File: config.mk
export PLATFORM = sky130hd
export DESIGN_NAME = alu_issue_stage
export DESIGN_NICKNAME = d
export VERILOG_FILES = /design/src/rtl/alu_pkg.sv /design/src/rtl/alu_fwd_mux.sv /design/src/rtl/alu_issue_stage.sv
export SDC_FILE = /design/constraint.sdc
export NUM_CORES = 1
export LEC_CHECK = 0
export BUFFER_PORTS_ARGS = -buffer_cell sky130_fd_sc_hd__buf_2
export CORE_MARGIN = 2
export CORE_UTILIZATION = 30
export DETAILED_ROUTE_END_ITERATION = 6
export GPL_TIMING_DRIVEN = 0
export PLACE_DENSITY = 0.61
export SYNTH_ARGS = -nofsm -noshare
export SYNTH_HDL_FRONTEND = slang
export SYNTH_SLANG_ARGS = --single-unit
File: constraint.sdc
create_clock -name clk -period 3.8 [get_ports clk]
set_input_delay 0.57 -clock clk [delete_from_list [all_inputs] [get_ports clk]]
set_output_delay 0.57 -clock clk [all_outputs]
set_load 0.05 [all_outputs]
File: src/rtl/alu_pkg.sv
// Shared ALU command codes, MIPS opcode/funct constants and the instruction decoder
// used by the ID/EX issue stage.
package alu_pkg;

   localparam int DEF_DATA_W = 32;
   localparam int DEF_REG_AW = 5;

   localparam logic [2:0] CMD_ADD  = 3'd0;
   localparam logic [2:0] CMD_SUB  = 3'd1;
   localparam logic [2:0] CMD_XOR  = 3'd2;
   localparam logic [2:0] CMD_SLT  = 3'd3;
   localparam logic [2:0] CMD_AND  = 3'd4;
   localparam logic [2:0] CMD_NAND = 3'd5;
   localparam logic [2:0] CMD_NOR  = 3'd6;
   localparam logic [2:0] CMD_OR   = 3'd7;

   localparam logic [5:0] OP_RTYPE = 6'h00;
   localparam logic [5:0] OP_BEQ   = 6'h04;
   localparam logic [5:0] OP_BNE   = 6'h05;
   localparam logic [5:0] OP_ADDI  = 6'h08;
   localparam logic [5:0] OP_ADDIU = 6'h09;
   localparam logic [5:0] OP_SLTI  = 6'h0A;
   localparam logic [5:0] OP_ANDI  = 6'h0C;
   localparam logic [5:0] OP_ORI   = 6'h0D;
   localparam logic [5:0] OP_XORI  = 6'h0E;
   localparam logic [5:0] OP_LW    = 6'h23;
   localparam logic [5:0] OP_SW    = 6'h2B;

   localparam logic [5:0] F_ADD  = 6'h20;
   localparam logic [5:0] F_ADDU = 6'h21;
   localparam logic [5:0] F_SUB  = 6'h22;
   localparam logic [5:0] F_SUBU = 6'h23;
   localparam logic [5:0] F_AND  = 6'h24;
   localparam logic [5:0] F_OR   = 6'h25;
   localparam logic [5:0] F_XOR  = 6'h26;
   localparam logic [5:0] F_NOR  = 6'h27;
   localparam logic [5:0] F_SLT  = 6'h2A;

   typedef struct packed {
      logic       legal;
      logic [2:0] cmd;
      logic       use_imm;
      logic       zext;
      logic       rt_used;
      logic       dest_rt;
      logic       reg_write;
      logic       is_load;
      logic       is_store;
   } dec_t;

   // reg_write here is before the destination-zero guard applied by the stage.
   function automatic dec_t decode(input logic [5:0] opcode, input logic [5:0] funct);
      dec_t d;
      d = '0;
      d.legal = 1'b1;
      case (opcode)
         OP_RTYPE: begin
            d.rt_used   = 1'b1;
            d.reg_write = 1'b1;
            case (funct)
               F_ADD, F_ADDU: d.cmd = CMD_ADD;
               F_SUB, F_SUBU: d.cmd = CMD_SUB;
               F_AND:         d.cmd = CMD_AND;
               F_OR:          d.cmd = CMD_OR;
               F_XOR:         d.cmd = CMD_XOR;
               F_NOR:         d.cmd = CMD_NOR;
               F_SLT:         d.cmd = CMD_SLT;
               default:       d.legal = 1'b0;
            endcase
         end
         OP_ADDI, OP_ADDIU: begin
            d.cmd = CMD_ADD; d.use_imm = 1'b1; d.dest_rt = 1'b1; d.reg_write = 1'b1;
         end
         OP_SLTI: begin
            d.cmd = CMD_SLT; d.use_imm = 1'b1; d.dest_rt = 1'b1; d.reg_write = 1'b1;
         end
         OP_ANDI, OP_ORI, OP_XORI: begin
            d.cmd = (opcode == OP_ANDI) ? CMD_AND : (opcode == OP_ORI) ? CMD_OR : CMD_XOR;
            d.use_imm = 1'b1; d.zext = 1'b1; d.dest_rt = 1'b1; d.reg_write = 1'b1;
         end
         OP_LW: begin
            d.cmd = CMD_ADD; d.use_imm = 1'b1; d.dest_rt = 1'b1; d.reg_write = 1'b1;
            d.is_load = 1'b1;
         end
         OP_SW: begin
            d.cmd = CMD_ADD; d.use_imm = 1'b1; d.dest_rt = 1'b1; d.rt_used = 1'b1;
            d.is_store = 1'b1;
         end
         OP_BEQ, OP_BNE: begin
            d.cmd = CMD_SUB; d.dest_rt = 1'b1; d.rt_used = 1'b1;
         end
         default: d.legal = 1'b0;
      endcase
      return d;
   endfunction

endpackage

File: src/rtl/alu_fwd_mux.sv
// Per-source operand forwarding select: ALU result, then MEM write-back, then register file.
// Combinational; index 0 always yields zero.
module alu_fwd_mux #(
   parameter int DATA_W = 32,
   parameter int REG_AW = 5
) (
   input  logic [REG_AW-1:0] src,
   input  logic [DATA_W-1:0] rf_data,
   input  logic              ex_fwd,
   input  logic [REG_AW-1:0] ex_dest,
   input  logic [DATA_W-1:0] alu_result,
   input  logic              mem_reg_write,
   input  logic [REG_AW-1:0] mem_rd,
   input  logic [DATA_W-1:0] mem_data,
   output logic [DATA_W-1:0] data
);

   always_comb begin
      data = rf_data;
      if (src == '0)
         data = '0;
      else if (ex_fwd && ex_dest == src)
         data = alu_result;
      else if (mem_reg_write && mem_rd == src)
         data = mem_data;
   end

endmodule

File: src/rtl/alu_issue_stage.sv
// ID/EX register feeding the ALU: decode, operand forwarding, load-use bubble; 1-cycle latency.
// Backpressure: stall_in holds the register and raises hazard_stall; flush always wins.
module alu_issue_stage
   import alu_pkg::*;
#(
   parameter int DATA_W = DEF_DATA_W,
   parameter int REG_AW = DEF_REG_AW
) (
   input  logic              clk,
   input  logic              rst_n,
   input  logic              id_valid,
   input  logic [5:0]        id_opcode,
   input  logic [5:0]        id_funct,
   input  logic [REG_AW-1:0] id_rs,
   input  logic [REG_AW-1:0] id_rt,
   input  logic [REG_AW-1:0] id_rd,
   input  logic [DATA_W-1:0] id_rs_data,
   input  logic [DATA_W-1:0] id_rt_data,
   input  logic [15:0]       id_imm,
   input  logic [DATA_W-1:0] alu_result,
   input  logic              mem_reg_write,
   input  logic [REG_AW-1:0] mem_rd,
   input  logic [DATA_W-1:0] mem_data,
   input  logic              stall_in,
   input  logic              flush,
   output logic              hazard_stall,
   output logic              ex_valid,
   output logic [DATA_W-1:0] ex_operand_a,
   output logic [DATA_W-1:0] ex_operand_b,
   output logic [2:0]        ex_command,
   output logic [REG_AW-1:0] ex_dest,
   output logic              ex_reg_write,
   output logic              ex_is_load,
   output logic              ex_is_store,
   output logic [DATA_W-1:0] ex_store_data,
   output logic              ex_illegal
);

   dec_t              dec;
   logic [REG_AW-1:0] dest;
   logic              reg_write;
   logic              ex_fwd;
   logic              load_use;
   logic              is_slt;
   logic [DATA_W-1:0] rs_val, rt_val, imm_ext, src_b;

   assign dec       = decode(id_opcode, id_funct);
   assign dest      = dec.dest_rt ? id_rt : id_rd;
   assign reg_write = dec.reg_write & (dest != '0);
   assign ex_fwd    = ex_valid & ex_reg_write & ~ex_is_load;
   assign imm_ext   = dec.zext ? {{(DATA_W-16){1'b0}}, id_imm} : {{(DATA_W-16){id_imm[15]}}, id_imm};
   assign src_b     = dec.use_imm ? imm_ext : rt_val;
   assign is_slt    = (dec.cmd == CMD_SLT);

   alu_fwd_mux #(.DATA_W(DATA_W), .REG_AW(REG_AW)) u_fwd_rs (
      .src(id_rs), .rf_data(id_rs_data), .ex_fwd(ex_fwd), .ex_dest(ex_dest),
      .alu_result(alu_result), .mem_reg_write(mem_reg_write), .mem_rd(mem_rd),
      .mem_data(mem_data), .data(rs_val)
   );

   alu_fwd_mux #(.DATA_W(DATA_W), .REG_AW(REG_AW)) u_fwd_rt (
      .src(id_rt), .rf_data(id_rt_data), .ex_fwd(ex_fwd), .ex_dest(ex_dest),
      .alu_result(alu_result), .mem_reg_write(mem_reg_write), .mem_rd(mem_rd),
      .mem_data(mem_data), .data(rt_val)
   );

   // The loaded value only exists after MEM, so a dependent instruction must wait one cycle.
   assign load_use = id_valid & ex_valid & ex_is_load & (ex_dest != '0) &
                     ((ex_dest == id_rs) | (dec.rt_used & (ex_dest == id_rt)));
   assign hazard_stall = stall_in | load_use;

   always_ff @(posedge clk or negedge rst_n) begin
      if (!rst_n) begin
         ex_valid      <= 1'b0;
         ex_operand_a  <= '0;
         ex_operand_b  <= '0;
         ex_command    <= CMD_ADD;
         ex_dest       <= '0;
         ex_reg_write  <= 1'b0;
         ex_is_load    <= 1'b0;
         ex_is_store   <= 1'b0;
         ex_store_data <= '0;
         ex_illegal    <= 1'b0;
      end else if (stall_in && !flush) begin
         ex_illegal <= 1'b0;
      end else if (!flush && !load_use && id_valid && dec.legal) begin
         ex_valid      <= 1'b1;
         // ALU computes operandB < operandA, so SLT swaps the sources.
         ex_operand_a  <= is_slt ? src_b : rs_val;
         ex_operand_b  <= is_slt ? rs_val : src_b;
         ex_command    <= dec.cmd;
         ex_dest       <= dest;
         ex_reg_write  <= reg_write;
         ex_is_load    <= dec.is_load;
         ex_is_store   <= dec.is_store;
         ex_store_data <= rt_val;
         ex_illegal    <= 1'b0;
      end else begin
         ex_valid     <= 1'b0;
         ex_reg_write <= 1'b0;
         ex_is_load   <= 1'b0;
         ex_is_store  <= 1'b0;
         ex_illegal   <= !flush && !load_use && id_valid && !dec.legal;
      end
   end

endmodule
==> results.md, run 1 <==
- Status: completed
- Clock Tree Root: clkbuf_16
- GRT Total Usage: 27.38%
- RSZ-0062 raised after global routing: no
- Synth Cell Area: 7465 um^2
- Slowest CP cell: xor2_1
- LEAKAGE: 4.537 nW
- Die area: 26160 um^2
- Global-route wire length before repair: 53980 um
- Number of post-CTS setup repair buffers: 0
- Worst R2R End: ex_operand_b[18]
- Synthesized Nets: 1151
- Min-Delay Path Class: input port to async pin
- CTS tree: done
- Cells after Synth: 969
- Crit. path cell count: 9
- CTS sink cnt: 109
- Post-synth top area share: 36.54%
- Setup Crit Path Kind: input port to flop
- Setup crit end: ex_operand_a[31]
- Number of flops mapped to enable cells by yosys: 0
- Worst Setup SP: id_rt[2]
- Hold_buf cts: 0
- Antenna Nets Post-Route: 0
- Yosys top cell by area: dfrtp_1
- Finished Cell Area: 9648 um^2
- CTS resizes: 0
- Hpwl dp: 28500 um
- CP max stage delay: 670 ps
- Vias/cell: 5.605
- Switch share: 48.77%
- Critical Path Start Type: input port
- Count leader, synth: nand2_1
- GP Congestion: 0.9237
- Fillers: 2677
- Max-slew violation count: 0
- Synth top area cells: dfrtp_1 37%, nand2_1 6.8%, a21oi_1 6.0%
- RR Startpoint: ex_dest[4]
- Worst IR drop on VDD: 0.2676 mV
- Fin. Hold Viols: 0
- Post-synthesis sequential area ratio: 36.54%
- DRT Pass-1 Iters: 5
- Synth unique cells: 53
- Port bufs: 288
- Comb pwr share: 45.4%
- Mean Syn Cell Area: 7.703 um^2
- Final TNS setup: 0 ps
- Vias: 8974
- Ys flop type: dfrtp_1
- CP bufs+invs: 2
- Clock power share: 20.4%
- Ports: 292
- # rows: 57
- Arrival @ worst endpoint: 3490 ps
- Residual DRC: 0
- Worst path cell trace: buf_2 -> xor2_1 -> nand2b_1 -> clkbuf_1 -> o21ai_0 -> a31oi_1 -> a21oi_1 -> a211oi_1 -> a21o_1
- Max Cap Viol: 0
- Layout cells sized above 1: 27.71%
- Fin crit share: 84.06%
- Worst-path clk slew: 80 ps
- Setup slack, reg-to-reg: 610 ps
- PwrDens: 495.7 nW/um^2
- Critical path capture point type: flop
- Die X: 161.7 um
- Wire length per cell: 22.98 um
- Int Pwr: 2.450 mW
- FF+latch count, synth: 109
- Synth-to-Final Area Change: 29.25%
- Routed wire length: 36790 um
- GRT overflow: 0
- Placed cell area: 9345 um^2
- WP data required: 4100 ps
- Relative slew slack: 15.36%
- Initial antenna violation count: 3
- H-tree depth: 3
- DIE HEIGHT: 161.7 um
- Largest net degree at the start of global routing: 68
- Asr flop ratio synth: 100.0%
- Synth warn: 0
- Sequential share of power: 34.2%
- Clock buffer depth: 2
- Highest Clock Rate: 313.1 MHz
- Crit path max fanout: 10
- Core Area: 24390 um^2
- Cell family with most CP delay: compound AO/OA/AOI/OAI gates
- Final number of setup-violating endpoints: 0
- CTS Buf Count: 9
- NumNets Final: 1451
- Clk_skew: 7.324 ps
- Starting Density: 30.60%
- Post-synth top cells: 135 x nand2_1, 109 x dfrtp_1, 89 x a21oi_1
- Vias in the first global route: 8839
- Worst-margin pin slew: 1270 ps
- Initial DRC Count: 929
- R2R cell count: 9
- NetSw: 2.333 mW
- Worst-Skew Late Latency: 360 ps
- Tmin final: 3194 ps
-- placed cells by master (no fill, tap or decap), drive strengths merged, types with 2 or more instances in the layout --
cell / synthesis / layout
a211oi: 31 / 31
a21o: 32 / 32
a21oi: 90 / 90
a22oi: 16 / 16
a311oi: 17 / 17
a31oi: 49 / 49
a32o: 2 / 2
buf: 21 / 310
clkbuf: 73 / 83
clkinv: 0 / 3
dfrtp: 109 / 109
diode: 0 / 3
inv: 3 / 5
mux2i: 6 / 6
nand2: 135 / 135
nand2b: 24 / 24
nand3: 10 / 10
nand3b: 2 / 2
nand4: 2 / 2
nand4b: 17 / 17
nor2: 78 / 78
nor2b: 2 / 2
nor3: 51 / 51
nor4: 2 / 2
nor4bb: 2 / 2
o21a: 2 / 2
o21ai: 102 / 102
o41ai: 3 / 3
or2: 23 / 23
or3: 31 / 31
or4b: 2 / 2
xnor2: 18 / 18
xor2: 2 / 2
-- power by group through the flow --
stage	Combinational [mW]	Sequential [mW]	Clock, mW
finish	2.17	1.64	0.975
global route	2.28	1.66	1.03
CTS	2.17	1.63	0.983
detailed placement	2.16	1.65	0
global placement	2.15	1.65	0
floorplan	0.513	2.60	0
-- kinds of logic after synthesis --
group | Yosys count | share of synthesized area, %
AOI/OAI and AO/OA | 348 | 28.63
xor gates and xnor gates | 20 | 2.347
and+or+nand+nor | 389 | 25.75
muxes | 6 | 0.8046
buffers and inverters | 97 | 5.934
DFF | 109 | 36.54
-- through the flow --
step | setup WS (ps) | hold WS, ps | std cells | total power, mW | utilization, %
final | 605.9 | 123.3 | 1601 | 4.783 | 39.56
after detailed placement | 316.1 | 461.0 | 1582 | 3.814 | 38.31
after global routing | 433.6 | 151.5 | 1600 | 4.972 | 39.55
after CTS | 668.5 | 136.4 | 1598 | 4.786 | 39.53
after floorplan | 1129 | 274.4 | 969 | 3.117 | -
after global placement | 314.3 | 455.9 | 1581 | 3.794 | 38.18
-- flip-flops by register name, indices dropped and copies added, names as in the netlist --
name           cells
ex_valid           1
ex_reg_write       1
ex_operand_b      32
ex_is_store        1
ex_illegal         1
ex_is_load         1
ex_command         3
ex_operand_a      32
ex_dest            5
ex_store_data     32
-- worst register-to-register path, stage by stage (launching register included) --
cell      delay [ps]
dfrtp_1          480
xnor2_1          180
nand3_1          340
or2_2            410
clkbuf_1         210
clkbuf_1         360
a31oi_1          500
a21oi_1          180
a211oi_1         360
a21o_1           120
-- routing by layer --
| layer | up-vias | track usage, % | wire length [um] |
|---|---|---|---|
| li1 | 4106 | - | - |
| met1 | 4282 | 36.95 | 15830 |
| met2 | 504 | 43.55 | 16660 |
| met3 | 80 | 4.852 | 2946 |
| met4 | 2 | 11.18 | 1332 |
| met5 | - | 0 | 13 |
-- worst min path at each step --
| stage | slack, ps | from | to | depth (start not counted) |
|---|---|---|---|---|
| after CTS | 140 | rst_n | ex_operand_a[20] | 1 |
| after global routing | 150 | rst_n | ex_operand_a[20] | 1 |
| final | 120 | rst_n | ex_operand_b[17] | 1 |
| after global placement | 460 | ex_command[0] | ex_command[0] | 2 |
| after detailed placement | 460 | ex_operand_a[24] | ex_operand_a[24] | 1 |
| after floorplan | 270 | rst_n | ex_command[0] | 0 |
-- area by class of cell --
class                           count  area, um^2  share of cell area (%)
Buffer                             94       431.7                   4.474
Multi-Input combinational cell    763        4294                   44.51
Antenna cell                        3       7.507                 0.07781
Sequential cell                   109        2728                   28.27
Clock buffer                       10       239.0                   2.477
Clock inverter                      6       56.30                  0.5836
Inverter                            3       11.26                  0.1167
Timing Repair Buffer              289        1475                   15.29
Tap cell                          324       405.4                   4.202
Power figures use the tool's default switching activity.
==> run 2: changes to the inputs <==
--- a/config.mk
+++ b/config.mk
@@ -10,7 +10,7 @@
 export CORE_UTILIZATION = 30
 export DETAILED_ROUTE_END_ITERATION = 6
 export GPL_TIMING_DRIVEN = 0
-export PLACE_DENSITY = 0.61
+export PLACE_DENSITY = 0.63
 export SYNTH_ARGS = -nofsm -noshare
 export SYNTH_HDL_FRONTEND = slang
 export SYNTH_SLANG_ARGS = --single-unit
==> constraint.sdc (replaced) <==
create_clock -name clk -period 2.6 [get_ports clk]
set_input_delay 0.39 -clock clk [delete_from_list [all_inputs] [get_ports clk]]
set_output_delay 0.39 -clock clk [all_outputs]
set_load 0.05 [all_outputs]
==> run 2 against run 1 <==
Total power increased by 47%. Via count increased by 2.1%. Sequential share of layout area decreased by 1.3 points. Clock power rose by 44%. Critical path depth is the same. Core utilization rose by 2.0 points. Largest power group unchanged. Die area did not move. Register-to-register slack worse by 540 ps. Worst hold slack better by 190 ps. Non-clock buffer count is 8 higher. Combinational power up 51%. Highest routed layer is now met4.
==> results.md, run 2 (synthesized netlist as in run 1, its figures left out) <==
- Routed wire length: 36740 um
- Commonest non-fill, non-tap cell in the layout: buf_2
- Die X: 161.7 um
- Residual DRC: 0
- Port bufs: 288
- Critical path capture point type: flop
- Pwr Total: 7.054 mW
- Crit path max fanout: 10
- Arrival @ worst endpoint: 2870 ps
- Worst IR drop on VDD: 0.5615 mV
- Clock power share: 19.9%
- Initial antenna violation count: 1
- Global-route wire length before repair: 54040 um
- Int Pwr: 3.615 mW
- Max-slew violation count: 0
- Placed cell area: 9345 um^2
- Relative slew slack: 38.63%
- Most frequent cells in the layout: 297 x buf_2, 135 x nand2_1, 105 x dfrtp_1
- Tmin final: 2572 ps
- Biggest regs: ex_operand_a (32), ex_operand_b (32), ex_store_data (32)
- Highest Clock Rate: 388.8 MHz
- Core Area: 24390 um^2
- Critical Path Start Type: input port
- Max Cap Viol: 0
- Initial DRC Count: 906
- Worst-Skew Late Latency: 360 ps
- GRT Total Usage: 27.28%
- Finished Cell Area: 10150 um^2
- # rows: 57
- H-tree depth: 3
- Comb pwr share: 46.4%
- PwrDens: 695.2 nW/um^2
- Worst path cell trace: buf_6 -> or4b_1 -> nor4_1 -> a21oi_1 -> nand3_1 -> clkbuf_1 -> nor2_1 -> a211oi_4 -> a21o_1
- Wire length per cell: 22.86 um
- CTS Buf Count: 9
- WP data required: 2900 ps
- RSZ-0062 raised after global routing: yes
- Vias/cell: 5.699
- Clk_skew: 11.57 ps
- Ports: 292
- CP max stage delay: 600 ps
- CTS tree: done
- PnR worst setup slack: 28.13 ps
- Worst-margin pin slew: 920.5 ps
- DP Worst Slack: -665.1 ps
- Final TNS setup: 0 ps
- Worst-path clk slew: 80 ps
- Hold_ws: 311.3 ps
- CTS sink cnt: 109
- DRT Pass-1 Iters: 5
- Antenna Nets Post-Route: 0
- Vias in the first global route: 9009
- Fin. Hold Viols: 0
- Switch share: 48.75%
- DIE HEIGHT: 161.7 um
- LEAKAGE: 4.722 nW
- GP Congestion: 0.9656
- Clock Tree Root: clkbuf_16
- NumNets Final: 1459
- Synth-to-Final Area Change: 35.92%
- NetSw: 3.439 mW
- Status: completed
- Hpwl dp: 28000 um
- Clock buffer depth: 2
- Fin crit share: 98.92%
- Min-Delay Path Class: input port to flop
- Vias: 9158
- Final number of setup-violating endpoints: 0
- Slowest CP cell: or4b_1
- Sequential share of power: 33.7%
- Largest net degree at the start of global routing: 59
- Die area: 26160 um^2
- Layout cells sized above 1: 34.95%
- Setup Crit Path Kind: input port to flop
- GRT overflow: 0
- Starting Density: 30.60%
-- run 2: cell types whose count changed in the layout (fill, tap and decap cells not counted), sizes merged --
cell / delta
clkbuf: -8
buf: +14
inv: +2
dlygate4sd3: +1
diode: -2
clkinvlp: -1
-- run 2: path summary, 6_finish.rpt --
path	start	depth (start not counted)	slack, ps	end
max	id_opcode[0]	9	30	ex_operand_b[29]
min	id_rd[3]	3	310	ex_dest[3]
max reg2reg	ex_dest[0]	9	70	ex_operand_b[18]
min reg2reg	ex_operand_a[27]	1	480	ex_operand_a[27]
max in group asynchronous	rst_n	3	1360	ex_valid
min in group asynchronous	rst_n	2	550	ex_operand_a[20]
-- run 2: power by group through the flow --
stage	Combinational, mW	Clock (mW)	Sequential (mW)
4_1_cts	3.21	1.42	2.37
6_report	3.27	1.40	2.38
3_5_place_dp	3.16	0	2.40
3_3_place_gp	3.13	0	2.39
2_1_floorplan	0.750	0	3.81
5_1_grt	3.43	1.48	2.43
-- run 2: metrics by stage --
step / utilization [%] / std cells
finish: 41.60 / 1607
global route: 41.60 / 1607
CTS: 40.92 / 1603
detailed placement: 38.31 / 1582
global placement: 38.18 / 1581
floorplan: - / 969
-- run 2: what timing repair did --
item,4_1_cts,5_1_grt
gates resized for setup,72,44
hold endpoints to repair,3,0
endpoints found under the setup margin,107,95
hold buffers,1,0
buffers inserted,5,5
pin swaps,5,5
-- run 2: worst max-delay path: cells and delay by family --
family | cells | cell delay, ps
simple gates | 4 | 1240
compound gates | 3 | 580
buf+inv | 2 | 660
-- run 2: layout make-up --
cell class,count,area (um^2)
flip-flops and latches,109,2733
repair buffers,300,1563
inverters,3,11.26
clock buffers,9,225.2
plain buffers,91,475.5
multi-input cells,763,4663
diodes,1,2.502
clock inverters,7,67.56
fillers,2626,14240
well taps,324,405.4
-- run 2: per-layer routing --
| metal | wire [um] | global-route usage (%) | vias to the layer above |
|---|---|---|---|
| met4 | 1800 | 12.75 | 0 |
| met1 | 15580 | 36.98 | 4343 |
| li1 | - | - | 4128 |
| met2 | 16410 | 42.54 | 573 |
| met5 | 0 | 0 | - |
| met3 | 2953 | 4.622 | 114 |
==> run 3: changes to the inputs <==
--- a/config.mk
+++ b/config.mk
@@ -11,6 +11,7 @@
 export DETAILED_ROUTE_END_ITERATION = 6
 export GPL_TIMING_DRIVEN = 0
 export PLACE_DENSITY = 0.63
+export RECOVER_POWER = 25
 export SYNTH_ARGS = -nofsm -noshare
 export SYNTH_HDL_FRONTEND = slang
 export SYNTH_SLANG_ARGS = --single-unit
==> run 3 against run 2 <==
Worst hold slack worse by 2.0 ps. Register-to-register slack is essentially flat. Count of clock-buffer cells in the layout unchanged. Clock power barely moved. Sequential power about the same. Non-clock buffer count stayed put. Clock skew decreased by 0.97 ps. Critical path depth stayed put. Flip-flop and latch count unchanged. Largest cell class unchanged. Highest routed layer unchanged.
==> results.md, run 3 (synthesized netlist as in run 1, its figures left out) <==
- Status: completed
- Fin. Hold Viols: 0
- Biggest regs: ex_operand_a (32), ex_operand_b (32), ex_store_data (32)
- Port bufs: 288
- RSZ-0062 raised after global routing: yes
- Die area: 26160 um^2
- Pwr Total: 7.053 mW
- Global-route wire length before repair: 54040 um
- Worst IR drop on VDD: 0.5617 mV
- Clock Tree Root: clkbuf_16
- Crit path max fanout: 10
- Vias in the first global route: 9009
- Most frequent cells in the layout: 297 x buf_2, 135 x nand2_1, 105 x dfrtp_1
- Layout cells sized above 1: 34.95%
- Final number of setup-violating endpoints: 0
- Worst-margin pin slew: 1426 ps
- Synth-to-Final Area Change: 35.84%
- Clock buffer depth: 2
- GRT Total Usage: 27.28%
- LEAKAGE: 4.720 nW
- Critical Path Start Type: input port
- Metal2 WL: 16430 um
- Ports: 292
- Largest net degree at the start of global routing: 59
- Initial antenna violation count: 1
- Residual DRC: 0
- Commonest non-fill, non-tap cell in the layout: buf_2
- Met3 routed WL: 3208 um
- CTS tree: done
- Clk_skew: 10.60 ps
- Worst-path clk slew: 80 ps
- WP data required: 2900 ps
- Highest Clock Rate: 386.7 MHz
- NumNets Final: 1459
- H-tree depth: 3
- Relative slew slack: 4.962%
- Top Layer Used: met4
- Min-Delay Path Class: input port to flop
- Vias/cell: 5.745
- Arrival @ worst endpoint: 2890 ps
- GRT overflow: 0
- Vias: 9232
- Non-Filler Instances: 1607
- DRT Pass-1 Iters: 7
- Setup Crit Path Kind: input port to flop
- Worst-Skew Late Latency: 360 ps
- Wire length per cell: 22.85 um
- # rows: 57
- GP Congestion: 0.9656
- Critical path capture point type: flop
- Max Cap Viol: 0
- Tmin final: 2586 ps
- Hold_ws: 309.3 ps
- Core Area: 24390 um^2
- Routed wire length: 36720 um
- Starting Density: 30.60%
- Antenna Nets Post-Route: 0
- Die X: 161.7 um
- Initial DRC Count: 831
- Hpwl dp: 28000 um
- CTS Buf Count: 9
- CTS sink cnt: 109
- WL met1: 15180 um
- Cell count after placement: 1582
- Max-slew violation count: 0
- DIE HEIGHT: 161.7 um
- PwrDens: 695.6 nW/um^2
- Fin crit share: 99.46%
## run 3: final timing paths
kind,slack (ps),from,cells after the start,end
worst max-delay path,10,id_opcode[0],9,ex_operand_b[29]
worst min-delay path,310,id_rd[3],3,ex_dest[3]
worst max register to register,70,ex_dest[3],8,ex_operand_b[29]
worst min register to register,480,ex_store_data[17],2,ex_store_data[17]
max in group asynchronous,750,rst_n,2,ex_dest[4]
min in group asynchronous,880,rst_n,2,ex_operand_b[17]
## run 3: critical path, stage by stage
cell      delay [ps]
buf_6            120
or4b_1           600
nor4_1           260
a21oi_1          160
nand3_1          200
clkbuf_1         540
nor2_1           190
a211oi_4         310
a21o_1           110
## run 3: per-layer routing
| layer | vias to the layer above | global-route usage [%] |
|---|---|---|
| met2 | 592 | 42.54 |
| met1 | 4394 | 36.98 |
| met4 | 0 | 12.75 |
| met3 | 121 | 4.622 |
| met5 | - | 0 |
| li1 | 4125 | - |
## run 3: through the flow
step / TNS (ps) / utilization [%] / setup slack, ps / area [um^2]
2_1_floorplan: 0 / - / 8.032 / 7465
3_3_place_gp: -70400 / 38.18 / -680.6 / 9311
3_5_place_dp: -45530 / 38.31 / -665.1 / 9345
4_1_cts: 0 / 40.92 / 2.048 / 9980
5_1_grt: -39.91 / 41.57 / -17.13 / 10140
6_report: 0 / 41.57 / 13.93 / 10140
## run 3: what timing repair did
action,in CTS,in global routing
setup endpoints to repair,107,95
endpoints found under the hold margin,3,0
gates resized for setup,72,44
pin swaps,5,5
hold buffers,1,0
setup buffers,5,5
## run 3: layout make-up
class / instances / area, um^2
buffer: 91 / 475.5
clock buffer: 9 / 225.2
sequential: 109 / 2733
timing repair buffer: 300 / 1556
antenna: 1 / 2.502
tap: 324 / 405.4
fill: 2627 / 14250
inverter: 3 / 11.26
clock inverter: 7 / 67.56
multi-input combinational: 763 / 4663
## run 3: power breakdown
part	switching, mW	internal [mW]	total, mW
Sequential	0.274	2.10	2.38
Combinational	2.44	0.833	3.27
Clock	0.726	0.678	1.40
